[config.mk]
export PLATFORM = sky130hd
export DESIGN_NAME = serial_add_core
export DESIGN_NICKNAME = d
export VERILOG_FILES = /design/src/rtl/serial_adder_pkg.sv /design/src/rtl/full_adder_bit.sv /design/src/rtl/serial_add_core.sv
export SDC_FILE = /design/constraint.sdc
export NUM_CORES = 1
export LEC_CHECK = 0
export CORE_MARGIN = 3
export CORE_UTILIZATION = 52
export DETAILED_ROUTE_END_ITERATION = 8
export PLACE_DENSITY = 0.82
export REMOVE_ABC_BUFFERS = 1
export SLEW_MARGIN = 20
export SYNTH_ARGS = -nofsm -noshare
export SYNTH_HDL_FRONTEND = slang
export SYNTH_HIERARCHICAL = 1
export SYNTH_SLANG_ARGS = --single-unit
[constraint.sdc]
create_clock -name clk -period 1.7 [get_ports clk]
set_input_delay 0.255 -clock clk [delete_from_list [all_inputs] [get_ports clk]]
set_output_delay 0.255 -clock clk [all_outputs]
set_load 0.01 [all_outputs]
[src/rtl/serial_adder_pkg.sv]
// rtl/serial_adder_pkg.sv - shared state encoding and default width for the serial adder
package serial_adder_pkg;

    localparam int SA_WIDTH = 4;

    typedef enum logic [1:0] {
        IDLE  = 2'd0,
        SHIFT = 2'd1,
        DONE  = 2'd2
    } sa_state_t;

endpackage

[src/rtl/full_adder_bit.sv]
// rtl/full_adder_bit.sv - single-bit combinational full adder slice
module full_adder_bit (
    input  logic x,
    input  logic y,
    input  logic ci,
    output logic s,
    output logic co
);

    assign s  = x ^ y ^ ci;
    assign co = (x & y) | (x & ci) | (y & ci);

endmodule

[src/rtl/serial_add_core.sv]
// rtl/serial_add_core.sv - LSB-first bit-serial adder with start/busy/done; SERIAL_ADD_OVF_EN adds ovf
module serial_add_core
    import serial_adder_pkg::*;
#(
    parameter int WIDTH = SA_WIDTH
) (
    input  logic             clk,
    input  logic             rst,
    input  logic             start,
    input  logic             en,
    input  logic [WIDTH-1:0] a,
    input  logic [WIDTH-1:0] b,
    input  logic             cin,
    output logic             busy,
    output logic             done,
    output logic [WIDTH-1:0] sum,
    output logic             cout
`ifdef SERIAL_ADD_OVF_EN
    ,
    output logic             ovf
`endif
);

    localparam int CW = $clog2(WIDTH) + 1;

    sa_state_t        state;
    logic [WIDTH-1:0] a_r;
    logic [WIDTH-1:0] b_r;
    logic             carry;
    logic [CW-1:0]    count;
    logic             fa_s;
    logic             fa_co;
    logic             last_bit;

    full_adder_bit u_fa (
        .x  (a_r[0]),
        .y  (b_r[0]),
        .ci (carry),
        .s  (fa_s),
        .co (fa_co)
    );

    // The edge that consumes the MSB pair also closes the operation.
    assign last_bit = (count == CW'(WIDTH - 1));

    // Control FSM and serial datapath: load on accepted start, one bit per enabled edge.
    always_ff @(posedge clk) begin
        if (!rst) begin
            state <= IDLE;
            a_r   <= '0;
            b_r   <= '0;
            carry <= 1'b0;
            count <= '0;
            sum   <= '0;
            cout  <= 1'b0;
            busy  <= 1'b0;
            done  <= 1'b0;
        end else begin
            case (state)
                IDLE, DONE: begin
                    done <= 1'b0;
                    if (start) begin
                        a_r   <= a;
                        b_r   <= b;
                        carry <= cin;
                        sum   <= '0;
                        count <= '0;
                        busy  <= 1'b1;
                        state <= SHIFT;
                    end else begin
                        state <= IDLE;
                    end
                end
                SHIFT: begin
                    if (en) begin
                        a_r   <= a_r >> 1;
                        b_r   <= b_r >> 1;
                        carry <= fa_co;
                        sum   <= {fa_s, sum[WIDTH-1:1]};
                        count <= count + CW'(1);
                        if (last_bit) begin
                            cout  <= fa_co;
                            busy  <= 1'b0;
                            done  <= 1'b1;
                            state <= DONE;
                        end
                    end
                end
                default: begin
                    busy  <= 1'b0;
                    done  <= 1'b0;
                    state <= IDLE;
                end
            endcase
        end
    end

`ifdef SERIAL_ADD_OVF_EN
    // Signed overflow: carry into the MSB differs from carry out of it; captured alongside cout.
    always_ff @(posedge clk) begin
        if (!rst) begin
            ovf <= 1'b0;
        end else if (state == SHIFT && en && last_bit) begin
            ovf <= carry ^ fa_co;
        end
    end
`endif

endmodule

==> qor.csv, run 1 <==
metric,value,unit
run status,"finished, final reports clean",
sw power,254,uW
Relative slew margins,0.782,
number of I/O port buffers,19,
endpoint class of the critical path,primary output,
hold-fix buffers at CTS,0,
worst flop-to-flop path startpoint,count[0],
final hold violation count,0,
placer congestion estimate,0.745,
portion of total power attributed to sequential cells,0.577,
DR WL/cell,13.4,um
final antenna-violating net count,0,
worst skew pair latency,0.30,ns
"Remaining Overflow, GRT",0,
required time reported for the critical path endpoint,1.44,ns
count of clock tree sinks,21,
Syn Area/Cell,8.71,um2
highest-count cells in the layout ignoring fill and taps,"nand2_1, dfxtp_1, clkdlybuf4s50_1, nand3_1, a31oi_1",
area used by sequential logic in the layout,420,um2
Core Box Area,0.00161,mm2
startpoint class of the critical path,flop,
clk slew on worst S/H paths,0.12,ns
highest ir drop seen on vdd,0.000567,V
"most common cell after layout, fill and taps aside",nand2_1,
Clk network pwr share,0.260,
synthesis warning total,6,
Multi-input gate area,472,um2
setup violation total in the final timing report,0,
Crit Path Max Fanout,3,
via count of the first global-routing pass,799,
maximum achievable frequency,671,MHz
placed instance count,147,
WP buf/inv,1,
"Cell Count, Final, Fillers Out",151,
total leakage power,0.430,nW
CP max-delay cell,clkdlybuf4s50_1,
CP startpoint,sum[3],
number of iterations in the first detailed-routing pass,5,
cts bufs inserted,3,
count of max-cap constraint violations,0,
CP top delay family,buffers and inverters,
largest incremental delay on the critical path,0.55,ns
"reg-to-reg slack, setup",0.42,ns
global-route wire length before repair,3.55,mm
hold depth,2,
maximum clock path buffer count,2,
antenna violations before repair,0,
power per cell area,792,mW/mm2
combinational power share,0.164,
post-detailed-route via-to-cell ratio,5.56,
number of antenna cells inserted,0,
number of cells produced by synthesis,109,
fraction of final layout cells sized beyond drive strength 1,0.0945,
count of vias placed by the detailed router,839,
fin crit share,0.876,
post-route setup TNS,0,ns
initial core utilization,0.589,
start point of the worst hold path,sum[0],
post-detailed-routing wire length,2.02,mm
cell internal power dissipation,683,uW
chain of cells forming the critical path,clkdlybuf4s50_1,
DIE AREA,0.00238,mm2
sequential share of the synthesized area,0.443,
Crit Path Class,reg -> out,
total of flip-flops plus latches after synthesis,21,
worst slew pin tran,0.326,ns
Die X-Extent,48.7,um
time the final worst path needs with I/O delays and setup,1.49,ns
endpoint of the lowest-slack register-to-register path,busy,
Net Sw Frac,0.271,
number of remaining DRC errors,0,
GRT Resource Usage Total,0.189,
crit path DAT,1.23,ns
overall power after layout,936,uW
drt first-iter violations,16,
# nets final,144,
area growth from synthesis to final layout,24.5,%
total half-perimeter wirelength after legalization and detailed placement,1.41,mm
Hold/Removal Path Class,reg -> reg,
CTS root buffer,clkbuf_4,
die outline height,48.7,um
level count of the clock H-tree,1,
CTS tree,built,
number of pins with negative max-slew slack in the final report,0,
number of buffers inserted to repair setup after CTS,0,
pin count of the biggest net entering global routing,24,
number of I/O pins,20,
total of fill cells in the finished design,135,
setup repair after global routing missed its margin,false,
Resized Gates After CTS,0,
Row Count,14,
worst r2r path cells,5,
number of different library cells in the post-synthesis netlist,27,
Final Skew,0.00674,ns
"Endpoint, Worst Hold",sum[0],
total standard cell area after synthesis,950,um2
[logic make-up after synthesis]
family                   count (synthesis)  synth area share
AND/OR/NAND/NOR                         45             0.221
AO/OA/AOI/OAI                           30             0.228
flip-flops                              21             0.443
buffers and inverters                   10            0.0606
adder cells (fa/ha/maj)                  3            0.0474
[cell type report]
class,count,area share
inverters,2,0.00635
clock buffers,3,0.0190
multi-input cells,78,0.399
flip-flops and latches,21,0.356
repair buffers,22,0.190
clock inverters,1,0.00423
well taps,24,0.0254
[metrics by stage]
step / instance area, um2 / hold WS, ns / worst slack (ns) / util
2_1_floorplan: 900 / 0.373 / 0.457 / -
3_3_place_gp: 1150 / 0.449 / 0.141 / 0.717
3_5_place_dp: 1150 / 0.457 / 0.0603 / 0.717
4_1_cts: 1180 / 0.477 / 0.206 / 0.734
5_1_grt: 1180 / 0.491 / 0.163 / 0.734
6_report: 1180 / 0.472 / 0.210 / 0.734
[routing by layer]
| layer | GRT usage | vias to the layer above | share of wire |
|---|---|---|---|
| met5 | 0 | - | 0 |
| met3 | 0.0491 | 2 | 0.070 |
| li1 | - | 415 | - |
| met2 | 0.321 | 36 | 0.49 |
| met1 | 0.240 | 386 | 0.43 |
| met4 | 0.0427 | 0 | 0.0059 |
[power by group through the flow]
stage | sequential, mW | combinational, mW | clock, mW
2_1_floorplan | 0.548 | 0.0777 | 0
3_3_place_gp | 0.549 | 0.148 | 0
3_5_place_dp | 0.550 | 0.153 | 0
4_1_cts | 0.540 | 0.155 | 0.250
5_1_grt | 0.544 | 0.170 | 0.273
6_report | 0.540 | 0.153 | 0.243
[flip-flops by register name, indices dropped and copies added (netlist names)]
| register | cells |
|---|---|
| busy | 1 |
| count | 3 |
| a_r | 4 |
| b_r | 4 |
| cout | 1 |
| state | 2 |
| sum | 4 |
| carry | 1 |
| done | 1 |
[worst register-to-register path, cell delays in order (launching register included)]
cell	delay (ns)
dfxtp_1	0.35
ha_1	0.20
ha_1	0.23
a21oi_1	0.17
o21ai_0	0.08
a21boi_0	0.17
[worst max path at each step]
stage                     slack, ns  cells after the start       end
after global placement         0.14                      4    a_r[3]
final                          0.21                      1    sum[3]
after CTS                      0.21                      1    sum[3]
after detailed placement       0.06                      4    b_r[3]
after global routing           0.16                      1    sum[2]
after floorplan                0.46                      3  count[2]
[cells in the mapped netlist]
| cell | n | share of area |
|---|---|---|
| dfxtp_1 | 21 | 0.44 |
| nand2b_1 | 2 | 0.013 |
| clkbuf_2 | 1 | 0.0053 |
| buf_2 | 3 | 0.016 |
| a21oi_1 | 3 | 0.016 |
| and2b_1 | 1 | 0.0079 |
| a21boi_0 | 2 | 0.016 |
| nor2b_1 | 2 | 0.013 |
| o21ai_0 | 5 | 0.026 |
| a21boi_1 | 5 | 0.040 |
| buf_6 | 2 | 0.024 |
| a31oi_1 | 7 | 0.046 |
| ha_1 | 2 | 0.026 |
| nor3_1 | 1 | 0.0053 |
| inv_1 | 2 | 0.0079 |
| and3b_1 | 1 | 0.0092 |
| o21a_1 | 1 | 0.0079 |
| fa_1 | 1 | 0.021 |
| nor2_1 | 3 | 0.012 |
| nand2_2 | 1 | 0.0066 |
| clkbuf_1 | 2 | 0.0079 |
| o31ai_1 | 3 | 0.024 |
| nand4_1 | 1 | 0.0066 |
| o31ai_2 | 4 | 0.053 |
| nand3_1 | 7 | 0.037 |
| nand3b_1 | 2 | 0.016 |
| nand2_1 | 24 | 0.095 |
Note: power is estimated with default switching activity, not from simulation.
==> run 2, diff against run 1 <==
Settings changed: CTS_CLUSTER_SIZE set to 24, PLACE_DENSITY 0.82 to 0.81.
==> run 2 against run 1 <==
Against the previous run:
- final cell count up 0.66%
- global-route usage down 1.6 points
- hold slack worse by 0.0046 ns
- non-clock buffer count up 1
- wire length down 5.0%
- design area up 0.53%
- register-to-register slack better by 0.02 ns
- count of clock-buffer cells in the layout up 1
- clock skew down 0.0061 ns
- first-iteration DRC count down 50%
- sequential share of layout area down 0.19 points
- via count down 3.2%
- critical path type unchanged
- largest power group unchanged
==> qor.csv, run 2 (synthesized netlist as in run 1, its figures left out) <==
metric,value,unit,change
Crit Path Max Fanout,3,,unchanged
post-detailed-route via-to-cell ratio,5.34,,-3.9%
CTS root buffer,clkbuf_4,,
post-route setup TNS,0,ns,unchanged
run status,"finished, final reports clean",,
startpoint class of the critical path,flop,,
pin count of the biggest net entering global routing,24,,unchanged
maximum achievable frequency,679,MHz,+1.1%
final hold violation count,0,,unchanged
placer congestion estimate,0.708,,-5.0%
cts bufs inserted,3,,unchanged
global-route wire length before repair,3.15,mm,-11%
overall power after layout,935,uW,-0.13%
GRT Resource Usage Total,0.174,,-0.0157
fraction of final layout cells sized beyond drive strength 1,0.0938,,-0.000738
count of clock tree sinks,21,,unchanged
"reg-to-reg slack, setup",0.44,ns,+0.02 ns
Final Skew,0.000607,ns,-0.00613 ns
clk slew on worst S/H paths,0.11,ns,about the same
total leakage power,0.432,nW,+0.37%
Core Box Area,0.00161,mm2,unchanged
number of pins with negative max-slew slack in the final report,0,,unchanged
post-placement setup slack,0.101,ns,+0.0410 ns
fin crit share,0.867,,-0.00955
drt first-iter violations,8,,-8
number of remaining DRC errors,0,,unchanged
total half-perimeter wirelength after legalization and detailed placement,1.35,mm,-4.3%
maximum clock path buffer count,2,,unchanged
WP buf/inv,1,,unchanged
Resized Gates After CTS,0,,unchanged
setup repair after global routing missed its margin,false,,
hold-fix buffers at CTS,0,,unchanged
number of buffers inserted to repair setup after CTS,0,,unchanged
initial core utilization,0.589,,unchanged
placed instance count,148,,+0.68%
area growth from synthesis to final layout,25.2,%,
CTS tree,built,,
die outline height,48.7,um,unchanged
number of iterations in the first detailed-routing pass,4,,-1
number of antenna cells inserted,0,,unchanged
leading registers by flop count,"a_r x4, b_r x4, sum x4",,
chain of cells forming the critical path,clkdlybuf4s50_1,,
Crit Path Class,reg -> out,,
time the final worst path needs with I/O delays and setup,1.47,ns,-0.0162 ns
setup violation total in the final timing report,0,,unchanged
crit path DAT,1.22,ns,about the same
CP max-delay cell,clkdlybuf4s50_1,,
Relative slew margins,0.779,,-0.00225
"Remaining Overflow, GRT",0,,unchanged
Row Count,14,,unchanged
DIE AREA,0.00238,mm2,unchanged
endpoint class of the critical path,primary output,,
antenna violations before repair,0,,unchanged
highest ir drop seen on vdd,0.000489,V,-14%
worst skew pair latency,0.30,ns,about the same
# nets final,145,,+0.69%
CP top delay family,buffers and inverters,,
post-detailed-routing wire length,1.92,mm,-5.0%
largest incremental delay on the critical path,0.54,ns,about the same
power per cell area,787,mW/mm2,-0.66%
"most common cell after layout, fill and taps aside",nand2_1,,
final antenna-violating net count,0,,unchanged
final worst slack,0.226,ns,+0.0162 ns
worst slew pin tran,0.331,ns,+0.00436 ns
Hold/Removal Path Class,reg -> reg,,
required time reported for the critical path endpoint,1.44,ns,about the same
Die X-Extent,48.7,um,unchanged
number of I/O pins,20,,unchanged
level count of the clock H-tree,1,,unchanged
highest-count cells in the layout ignoring fill and taps,"nand2_1, dfxtp_1, clkdlybuf4s50_1, nand3_1, a31oi_1",,
number of I/O port buffers,19,,unchanged
DR WL/cell,12.6,um,-5.6%
"Cell Count, Final, Fillers Out",152,,+0.66%
count of vias placed by the detailed router,812,,-3.2%
count of max-cap constraint violations,0,,unchanged
via count of the first global-routing pass,673,,-16%
==> run 2: cell count changes in the layout (fill, tap and decap cells not counted), sizes merged <==
cell	change
clkbuf	+1
clkinv	-1
buf	+1
==> run 2: layout make-up <==
type	instances	area, um2
tap	24	30.0
timing repair buffer	23	233
sequential	21	420
clock buffer	4	26.3
multi-input combinational	78	472
inverter	2	7.51
fill	139	423
==> run 2: where the power goes <==
| part | internal, mW | leakage (nW) | switching [mW] |
|---|---|---|---|
| Combinational | 0.0770 | 0.245 | 0.0773 |
| Clock | 0.0915 | 0.0150 | 0.149 |
| Sequential | 0.519 | 0.172 | 0.0206 |
==> run 2: layer usage <==
metal / global-route usage / routed length, um / up-vias
met1: 0.233 / 942 / 362
met2: 0.262 / 845 / 26
met4: 0.0853 / 31 / 0
met5: 0 / 0 / -
met3: 0.0368 / 100 / 5
li1: - / - / 419
==> run 2: worst reg2reg max path, stage by stage, from the launching register on <==
cell      delay [ns]
dfxtp_1         0.36
ha_1            0.17
ha_1            0.24
nand2_1         0.11
o21ai_0         0.16
a21boi_0        0.10
==> run 2: worst paths after layout <==
path	cells past startpoint	endpoint	from
worst max register to register	5	cout	count[0]
worst max-delay path	1	sum[3]	sum[3]
worst min-delay path	2	b_r[3]	b_r[3]
worst min register to register	2	b_r[3]	b_r[3]
==> run 2: through the flow <==
stage	utilization	instance area [um2]	hold WS, ns
floorplan	-	900	0.373
global placement	0.721	1160	0.447
detailed placement	0.721	1160	0.454
CTS	0.738	1190	0.471
global route	0.738	1190	0.491
finish	0.738	1190	0.468
==> run 3, diff against run 2 <==
Settings changed: ABC_CLOCK_PERIOD_IN_PS set to 1700.
==> results of run 3 <==
Final layout, timing and power as in run 2 (identical DEF).
==> RTL change (settings of run 2) <==
Put one more register stage on the output `sum`, cleared by the reset. The value now appears one clock later. The other outputs are not delayed to match.
--- a/src/rtl/serial_add_core.sv
+++ b/src/rtl/serial_add_core.sv
@@ -22,6 +22,8 @@
 );
 
     localparam int CW = $clog2(WIDTH) + 1;
+
+    logic [WIDTH-1:0] sum_s0;
 
     sa_state_t        state;
     logic [WIDTH-1:0] a_r;
@@ -51,7 +53,7 @@
             b_r   <= '0;
             carry <= 1'b0;
             count <= '0;
-            sum   <= '0;
+            sum_s0 <= '0;
             cout  <= 1'b0;
             busy  <= 1'b0;
             done  <= 1'b0;
@@ -63,7 +65,7 @@
                         a_r   <= a;
                         b_r   <= b;
                         carry <= cin;
-                        sum   <= '0;
+                        sum_s0 <= '0;
                         count <= '0;
                         busy  <= 1'b1;
                         state <= SHIFT;
@@ -76,7 +78,7 @@
                         a_r   <= a_r >> 1;
                         b_r   <= b_r >> 1;
                         carry <= fa_co;
-                        sum   <= {fa_s, sum[WIDTH-1:1]};
+                        sum_s0 <= {fa_s, sum_s0[WIDTH-1:1]};
                         count <= count + CW'(1);
                         if (last_bit) begin
                             cout  <= fa_co;
@@ -106,5 +108,13 @@
     end
 `endif
 
+    always_ff @(posedge clk) begin
+        if (!rst) begin
+            sum <= '0;
+        end else begin
+            sum <= sum_s0;
+        end
+    end
+
 endmodule
 
Function: changed (a bounded check fails within 4 cycles, from zero or initial values and one cycle with rst low).
==> RTL change against run 2 <==
- setup slack worse by 37 ps
- critical path depth did not move
- via count increased by 6.4%
- routed wire length is 4.4% higher
- cell area grew 8.6%
- sequential cell count up 4
- power is 13% higher
- sequential share of layout area up 3.4 points
- area after synthesis grew 11%
- global-route usage grew 0.46 points
==> RTL change: results (changes against run 2) <==
.. list-table::
   :header-rows: 1

   * - Metric
     - Value
   * - Worst hold path type
     - reg2reg
   * - Slowest stage cell, crit path
     - sky130_fd_sc_hd__clkdlybuf4s50_1
   * - Count of mapped cells out of synthesis
     - 116 (+6.4%)
   * - Data arrival time of the critical path
     - 1260 ps (+40 ps)
   * - Delay of the slowest cell on the worst path
     - 550 ps
   * - DRT iter0 DRCs
     - 16 (+8)
   * - Number of instances resized during post-cts repair
     - 0 (unchanged)
   * - Total Nets Final
     - 153 (+5.5%)
   * - Leading cell types by count after synthesis
     - sky130_fd_sc_hd__dfxtp_1 (25), sky130_fd_sc_hd__nand2_1 (24), sky130_fd_sc_hd__a31oi_1 (7), sky130_fd_sc_hd__nand3_1 (7), sky130_fd_sc_hd__a21boi_1 (5)
   * - Cells taking the most area after synthesis
     - sky130_fd_sc_hd__dfxtp_1 (47%), sky130_fd_sc_hd__nand2_1 (8.5%), sky130_fd_sc_hd__o31ai_2 (4.7%)
   * - Clock transition at path regs
     - 130 ps (+20 ps)
   * - Detail-routed net length per standard cell
     - 12.5 um (-1.4%)
   * - Via density per instance
     - 5.37 (+0.46%)
   * - GP Congestion
     - 0.741 (+4.7%)
   * - Count of yosys warnings during synthesis
     - 6 (unchanged)
   * - CP delay by family, top
     - buffers and inverters
   * - Worst-case vdd ir drop
     - 594 uV (+21%)
   * - Global router's overall resource usage
     - 17.8% (+0.46 points)
   * - Layout Skew
     - 7.00 ps (+6.39 ps)
   * - Fraction of layout cells with a size suffix above 1
     - 10.3% (+0.92 points)
   * - Yosys cell types
     - 27 (unchanged)
   * - Clk root buf
     - sky130_fd_sc_hd__clkbuf_4
   * - Post-CTS setup buffer count
     - 0 (unchanged)
   * - Number of buffers created by CTS
     - 3 (unchanged)
   * - Post-synth ARST share
     - 0% (unchanged)
   * - Sum of net half-perimeters after detailed placement
     - 1380 um (+2.4%)
   * - Number of H-tree branching levels
     - 1 (unchanged)
   * - Wire length of the first global-routing pass
     - 3470 um (+10%)
   * - Sequential-to-total area share from yosys stat
     - 47.4% (+3.2 points)
   * - Lkg Pwr
     - 0.480 nW (+11%)
   * - Maximum number of pins on one net before global-route repair
     - 28 (+17%)
   * - Vias in the first global route
     - 803 (+19%)
   * - Actual slew at the worst max-slew pin
     - 333 ps (+2.24 ps)
   * - Placed instance count
     - 157 (+6.1%)
   * - Detailed-router iteration count before antenna repair
     - 4 (unchanged)
   * - Antenna fix cells
     - 0 (unchanged)
   * - Clk Latency, worst-skew pair
     - 320 ps (+20 ps)
   * - Largest fanout on the critical path
     - 3 (unchanged)
   * - Synth area leader
     - sky130_fd_sc_hd__dfxtp_1
   * - Placement Cell Area
     - 1260 um2 (+8.7%)
   * - Outcome
     - complete, no violations
   * - Count of buffers from port buffering
     - 19 (unchanged)
   * - Maximum buffer depth of the clock tree
     - 2 (unchanged)
   * - Antenna violations before repair
     - 0 (unchanged)
   * - Total Routed Length
     - 2010 um (+4.4%)
## RTL change: per-layer routing
layer	global-route usage [%]	share of wire [%]
met5	0	0
met1	22.3	48
met4	11.7	2.8
met3	2.62	4.7
met2	28.3	45
## RTL change: where the power goes
group          internal (mW)  switching [mW]
sequential             0.614          0.0215
clock                 0.0883           0.178
combinational         0.0777          0.0780
total                  0.780           0.277
## RTL change: area by class of cell
class	count	area [um2]
Fill cell	150	529
Multi-Input combinational cell	82	500
Timing Repair Buffer	24	228
Tap cell	25	31.3
Clock buffer	3	22.5
Sequential cell	25	500
Inverter	1	3.75
Clock inverter	1	5.00
## RTL change: path summary, 6_finish.rpt
| kind | start | endpoint | slack [ps] | cells past startpoint |
|---|---|---|---|---|
| max | busy | busy | 190 | 1 |
| min | sum_s0[0] | sum_s0[0] | 470 | 2 |
| max reg2reg | count[0] | cout | 450 | 5 |
| min reg2reg | sum_s0[0] | sum_s0[0] | 470 | 2 |
## RTL change: logic make-up (layout without fill, tap and decap cells)
family / after synthesis / count (layout) / synth area share (%)
AND/OR/NAND/NOR: 50 / 50 / 22.9
AO/OA/AOI/OAI: 29 / 29 / 20.3
flip-flops: 25 / 25 / 47.4
buffers and inverters: 9 / 29 / 5.10
adder cells (fa/ha/maj): 3 / 3 / 4.27
## RTL change: worst register-to-register path, delay by kind of cell (launching register included)
family,cells,cell delay [ps]
flops,1,360
fa+ha+maj,2,410
simple gates,1,140
compound gates,2,270
## RTL change: metrics by stage
stage | power (mW) | hold WS, ps | worst slack, ps
CTS | 1.06 | 475 | 191
floorplan | 0.725 | 373 | 461
global route | 1.10 | 492 | 154
detailed placement | 0.804 | 449 | 129
global placement | 0.797 | 440 | 193
finish | 1.06 | 471 | 190
